--- src/rtl/pm_trigger_rx.sv ---
// pm_trigger_rx: TCM-side receiver for the PM trigger link.
// It requests a frame on the BC-phase slot, then deserialises the bit-aligned tt/ta lines.
// Frame format on each line: a start bit '1', then DATA_W data bits MSB first, then an even-parity bit.
// Optional feature: define STAT_CNT_EN to build the saturating status counters.
// When it is undefined, cnt_* are tied to 0.
// Ports:
//   clk320, rst            clock and synchronous active-high reset
//   mt_cou                 BC-phase counter; tcm_req is raised after mt_cou==REQ_SLOT is sampled
//   poll                   single-cycle fetch request; it is ignored while busy
//   tt, ta                 serial time/amplitude lines (idle low)
//   tcm_req, busy          frame request to the PM, and transaction in progress
//   time_word, ampl_word   last received words; they are held until the next word_valid
//   word_valid, parity_err word update pulse, with parity status qualifying it
//   frame_err, timeout_err start bit on only one line, and no start bit within START_TO cycles
//   cnt_ok, cnt_perr, cnt_to  good-frame, parity-error and timeout counters
module pm_trigger_rx #(
    parameter int DATA_W   = 12,
    parameter int REQ_SLOT = 0,
    parameter int START_TO = 16
) (
    input  logic              clk320,
    input  logic              rst,
    input  logic [2:0]        mt_cou,
    input  logic              poll,
    input  logic              tt,
    input  logic              ta,
    output logic              tcm_req,
    output logic              busy,
    output logic [DATA_W-1:0] time_word,
    output logic [DATA_W-1:0] ampl_word,
    output logic              word_valid,
    output logic              parity_err,
    output logic              frame_err,
    output logic              timeout_err,
    output logic [15:0]       cnt_ok,
    output logic [15:0]       cnt_perr,
    output logic [15:0]       cnt_to
);
    localparam int BW = $clog2(DATA_W);
    localparam int TW = $clog2(START_TO + 1);
    typedef enum logic [2:0] {IDLE, ALIGN, WAIT, DATA, PAR} state_t;
    state_t state, state_n;
    logic [TW-1:0] to_cnt;
    logic [BW-1:0] bit_cnt;
    logic [DATA_W-1:0] tt_sr, ta_sr;
    logic to_hit, to_ev, perr_n;
    // A start bit seen in the last timeout cycle still wins over the timeout.
    assign to_hit = to_cnt == TW'(START_TO - 1);
    assign to_ev = state == WAIT && !tt && !ta && to_hit;
    assign perr_n = (^{tt_sr, tt}) | (^{ta_sr, ta});
    always_comb begin
        state_n = state;
        case (state)
            IDLE:    state_n = poll ? ALIGN : IDLE;
            ALIGN:   state_n = mt_cou == 3'(REQ_SLOT) ? WAIT : ALIGN;
            WAIT:    state_n = (tt & ta) ? DATA : ((tt ^ ta) || to_hit) ? IDLE : WAIT;
            DATA:    state_n = bit_cnt == BW'(DATA_W - 1) ? PAR : DATA;
            PAR:     state_n = IDLE;
            default: state_n = IDLE;
        endcase
    end
    always_ff @(posedge clk320) begin
        if (rst) begin
            state       <= IDLE;
            busy        <= 1'b0;
            tcm_req     <= 1'b0;
            to_cnt      <= '0;
            bit_cnt     <= '0;
            tt_sr       <= '0;
            ta_sr       <= '0;
            time_word   <= '0;
            ampl_word   <= '0;
            word_valid  <= 1'b0;
            parity_err  <= 1'b0;
            frame_err   <= 1'b0;
            timeout_err <= 1'b0;
        end else begin
            state       <= state_n;
            busy        <= state_n != IDLE;
            tcm_req     <= state_n == WAIT;
            to_cnt      <= state == WAIT ? to_cnt + 1'b1 : '0;
            bit_cnt     <= state == DATA ? bit_cnt + 1'b1 : '0;
            word_valid  <= state == PAR;
            parity_err  <= state == PAR && perr_n;
            frame_err   <= state == WAIT && (tt ^ ta);
            timeout_err <= to_ev;
            if (state == DATA) begin
                tt_sr <= {tt_sr[DATA_W-2:0], tt};
                ta_sr <= {ta_sr[DATA_W-2:0], ta};
            end
            // Words load even when parity is bad; parity_err flags them.
            if (state == PAR) begin
                time_word <= tt_sr;
                ampl_word <= ta_sr;
            end
        end
    end
`ifdef STAT_CNT_EN
    // The counters update on the same edge as the pulses that they count.
    logic ok_ev, pe_ev;
    assign ok_ev = state == PAR && !perr_n;
    assign pe_ev = state == PAR && perr_n;
    always_ff @(posedge clk320) begin
        if (rst) begin
            cnt_ok   <= '0;
            cnt_perr <= '0;
            cnt_to   <= '0;
        end else begin
            cnt_ok   <= cnt_ok + {15'd0, ok_ev && cnt_ok != 16'hFFFF};
            cnt_perr <= cnt_perr + {15'd0, pe_ev && cnt_perr != 16'hFFFF};
            cnt_to   <= cnt_to + {15'd0, to_ev && cnt_to != 16'hFFFF};
        end
    end
`else
    assign cnt_ok   = '0;
    assign cnt_perr = '0;
    assign cnt_to   = '0;
`endif
endmodule
--- config.mk ---
export PLATFORM = sky130hd
export DESIGN_NAME = pm_trigger_rx
export DESIGN_NICKNAME = d
export VERILOG_FILES = /design/src/rtl/pm_trigger_rx.sv
export SDC_FILE = /design/constraint.sdc
export NUM_CORES = 1
export LEC_CHECK = 0
export ABC_CLOCK_PERIOD_IN_PS = 2500
export BUFFER_PORTS_ARGS = -buffer_cell sky130_fd_sc_hd__buf_2
export CORE_MARGIN = 3
export CORE_UTILIZATION = 51
export DETAILED_ROUTE_END_ITERATION = 8
export GPL_TIMING_DRIVEN = 1
export PLACE_DENSITY = 0.89
export SETUP_SLACK_MARGIN = 0.02
export SKIP_LAST_GASP = 1
export SLEW_MARGIN = 10
export SYNTH_ARGS = -nofsm -noshare
export SYNTH_HDL_FRONTEND = slang
export SYNTH_SLANG_ARGS = --single-unit
--- constraint.sdc ---
create_clock -name clk320 -period 2.5 [get_ports clk320]
set_input_delay 0.375 -clock clk320 [delete_from_list [all_inputs] [get_ports clk320]]
set_output_delay 0.375 -clock clk320 [all_outputs]
set_load 0.01 [all_outputs]
==> results summary <==
The run finished with clean final reports. The depth of the worst register-to-register path came out at 3. CTS saw 66 sinks. The final cell area excluding filler cells came out at around 3200 µm².

For hold timing, the worst endpoint is timeout_err$_SDFF_PP0_. The via total after detailed routing is 2,116. The all-layer global routing usage came out at 0.155. Summed over all nets, the half-perimeter wirelength after detailed placement is approximately 3500 µm. The die area is about 6800 µm². Using the TritonRoute via totals, the vias-per-cell ratio works out to 4.61. The required time reported for the critical path endpoint came out at 2760 ps. The sequential share of power is 0.531. In this run the critical register-to-register path is launched from state[2]$_SDFF_PP0_. The count of flip-flops with a built-in enable after synthesis came out at 0. The portion of the clock cycle consumed by the worst path in the final layout came out at 0.656.

The synthesis-stage register bit count came out at 66. The core footprint is 5570 µm². The clock latency reported for the late side of the worst-skew pair is 330 ps. Leaving out fill and tap cells, the most frequent cell in the layout is sky130_fd_sc_hd__nand2_1. The async set or reset register ratio after synthesis came out at 0. The tightest min-delay check is of the primary input to flop type. The routed metal-1 wire length is 2190 µm. The switching power as a share of total power came out at 0.219. For this run, the number of Yosys warnings is 0. The synthesized area came out at 2970 µm². The tree is rooted in a sky130_fd_sc_hd__clkbuf_8.

In this run the tightest slew margin relative to its limit is 0.434. The number of levels in the clock H-tree is 3. The critical path buffer and inverter count came out at 0. The first global-routing pass estimated 7960 µm of wire. The TritonCTS clock tree is built. Prior to clock tree synthesis, the placed netlist has a worst setup slack of 819 ps. The first TritonRoute pass finished after 4 iterations.

The count of antenna-violating nets left after detailed routing is 0. The starting utilization of the core area came out at 0.532. The worst register-to-register path has a setup slack of 860 ps. The count of buffers from port buffering came out at 37. The worst-case IR drop observed on VDD is roughly 0.35 mV. The number of cells on the worst hold path came out at 2. From bottom edge to top edge, the die measures 82.3 µm. Entering global routing, the biggest net connects 52 pins.

The power per unit of standard cell area is 631 nW/µm². The count of max-cap constraint violations is 0. The via count of the first global-routing pass is just under 2,000. The most common flop cell mapped by yosys is sky130_fd_sc_hd__dfxtp_1.

The routability congestion estimate from global placement came out at 0.813. For this run the aggregate overflow at the end of global routing stands at 0. Setup violations remaining at the end of the flow were counted as 0. The unique cell type count in the Yosys netlist came out at 32. The slowest stage of the critical path is the sky130_fd_sc_hd__nand2_1 cell. The total I/O pin count came out at 86.

The number of rows created at floorplan came out at 27. The startpoint identified for the worst hold timing path is ta. Once layout is complete, the utilization of the core stands at 0.568. A synthesized cell averages 8.40 µm². The length of routed met2 wiring is between 2000 and 2500 µm.

The highest layer touched by signal routing is met4. The register area share after synthesis came out at 0.445. The critical path launch point type is a flop. The proportion of layout cells with a drive suffix above 1 is 0.147. The signal on the critical path passes through nand2_1 > nor2_1 > a21boi_1. The category of cells accounting for the largest share of critical-path delay is simple AND/OR/NAND/NOR gates.

The hold buffer count at cts came out at 0. The max-slew violation total from the final report was 0. Setup repair after global routing left no endpoint under its margin. The routed length per instance is 11.1 µm. The initial antenna violation count was 0. The worst setup path category is flop to flop. On the final layout, the worst clock skew is 6.41 ps. The instance count after placement with tap cells included came out at between 400 and 500. Summed over all failing endpoints, the final setup total negative slack is 0 ps. Setup slack on the critical path of the routed design comes to about 860 ps. The highest clock rate came out at 0.610 GHz. The routed design could run at a clock period as short as 1640 ps. Leaving out fill and tap cells, the most frequent cells in the layout are sky130_fd_sc_hd__nand2_1, sky130_fd_sc_hd__dfxtp_1, sky130_fd_sc_hd__a21oi_1, sky130_fd_sc_hd__conb_1, sky130_fd_sc_hd__buf_2. After clock tree synthesis, the clock-pin slew on the worst setup and hold paths is 70 ps. In this run the power spent charging and discharging nets is 438 µW. The die outline width came out at approximately 80 µm. The endpoint identified for the worst register-to-register timing path is parity_err$_SDFF_PP0_. The actual slew at the worst max-slew pin came out at 849 ps. The detailed router's first-iteration violation count came out at 105. Counting along the longest clock path gives a buffer depth of 2. The met3 wire length is 365 µm.

The number of buffers created by CTS is 9. The final standard cell count with taps included and fillers excluded is 459. The post-cts gate resize count came out at 0. The static leakage came out at approximately 0.0013 µW. The final layout net count came out at 395. The highest fanout seen on the critical path is 25. The number of setup buffers added after CTS is 0. The number of antenna diodes in the final layout is 0. The standard cell area after detailed placement came out at 2980 µm².

The largest single stage delay on the critical path is between 500 and 600 ps. STA classifies the critical path endpoint as a flop. The internal power of the cells totals 1560 µW. The share of total power dissipated in the clock network is 0.424. The final routed wirelength across all metal layers came out at 5090 µm. The synthesized instance count came out at around 350. The number of hold violations in the final report came to 0.

In the routed design, unresolved DRC markers number 0. The area growth from synthesis to layout is 6.66%. The share of total power dissipated in combinational logic is 0.045. At the worst endpoint, the arrival time is 1900 ps.
## state kept, by name (all words and copies together) (netlist names), 3 cells and up
name,cells
state,3
tt_sr,12
bit_cnt,4
to_cnt,5
ampl_word,12
ta_sr,12
time_word,12
## power groups by stage
stage	sequential (µW)	clock, µW	combinational, µW
detailed placement	1080	0	87.1
global placement	1080	0	85.6
floorplan	1080	0	128
finish	1060	846	89.1
global route	1060	911	101
CTS	1060	870	87.2
## cells by family (layout without fill, tap and decap cells)
group | count (synthesis) | in the layout | share of synthesized area
flops | 66 | 66 | 0.445
fa+ha+maj | 4 | 4 | 0.0169
compound gates | 57 | 57 | 0.103
simple gates | 132 | 132 | 0.183
buf+inv | 71 | 58 | 0.157
other cells | 1 | 48 | 0.00126
xor+xnor | 22 | 22 | 0.0932
## cell usage after synthesis (2+ instances only)
master                     instances  area [µm²]
sky130_fd_sc_hd__dfxtp_1          66        1320
sky130_fd_sc_hd__o21ai_0           2        10.0
sky130_fd_sc_hd__xnor3_1           5         113
sky130_fd_sc_hd__or2_2             2        12.5
sky130_fd_sc_hd__xnor2_1          14         123
sky130_fd_sc_hd__xor2_1            2        17.5
sky130_fd_sc_hd__nor2_1           17        63.8
sky130_fd_sc_hd__a21oi_1          50         250
sky130_fd_sc_hd__nand2_1          99         372
sky130_fd_sc_hd__ha_1              4        50.1
sky130_fd_sc_hd__inv_1             5        18.8
sky130_fd_sc_hd__buf_4            51         383
sky130_fd_sc_hd__clkbuf_1          9        33.8
sky130_fd_sc_hd__nand3_1           4        20.0
sky130_fd_sc_hd__buf_2             6        30.0
## per-layer routing
metal | vias to the layer above | track usage
met1 | 957 | 0.170
met2 | 58 | 0.253
li1 | 1095 | -
met3 | 6 | 0.0727
met4 | 0 | 0.0748
met5 | - | 0
## worst register-to-register path: stages (launching register included)
cell and delay [ps]:
sky130_fd_sc_hd__dfxtp_1 520, sky130_fd_sc_hd__nand2_1 570, sky130_fd_sc_hd__nor2_1 290, sky130_fd_sc_hd__a21boi_1 180
## how the worst max path moves through the flow
stage                                    start                      to  slack, ps  depth (start not counted)
final                      state[2]$_SDFF_PP0_   parity_err$_SDFF_PP0_        860                          3
after global routing       state[2]$_SDFF_PP0_   parity_err$_SDFF_PP0_        620                          3
after CTS                  state[2]$_SDFF_PP0_   parity_err$_SDFF_PP0_        860                          3
after detailed placement                   rst  timeout_err$_SDFF_PP0_        820                          4
after global placement                     rst  timeout_err$_SDFF_PP0_        890                          4
after floorplan           to_cnt[0]$_SDFF_PP0_      tcm_req$_SDFF_PP0_       1050                          7
## stage by stage
stage          hold slack, ps  total power (µW)
5_1_grt                   282              2070
3_3_place_gp              427              1170
4_1_cts                   257              2020
3_5_place_dp              445              1170
2_1_floorplan             418              1210
6_report                  277              2000
## cell type report
cell class | instances | area, µm²
fillers | 502 | 2410
multi-input cells | 263 | 1360
flip-flops and latches | 66 | 1320
repair buffers | 38 | 193
clock buffers | 12 | 145
well taps | 72 | 90.1
clock inverters | 3 | 40.0
inverters | 5 | 18.8
Power figures use the tool's default switching activity.
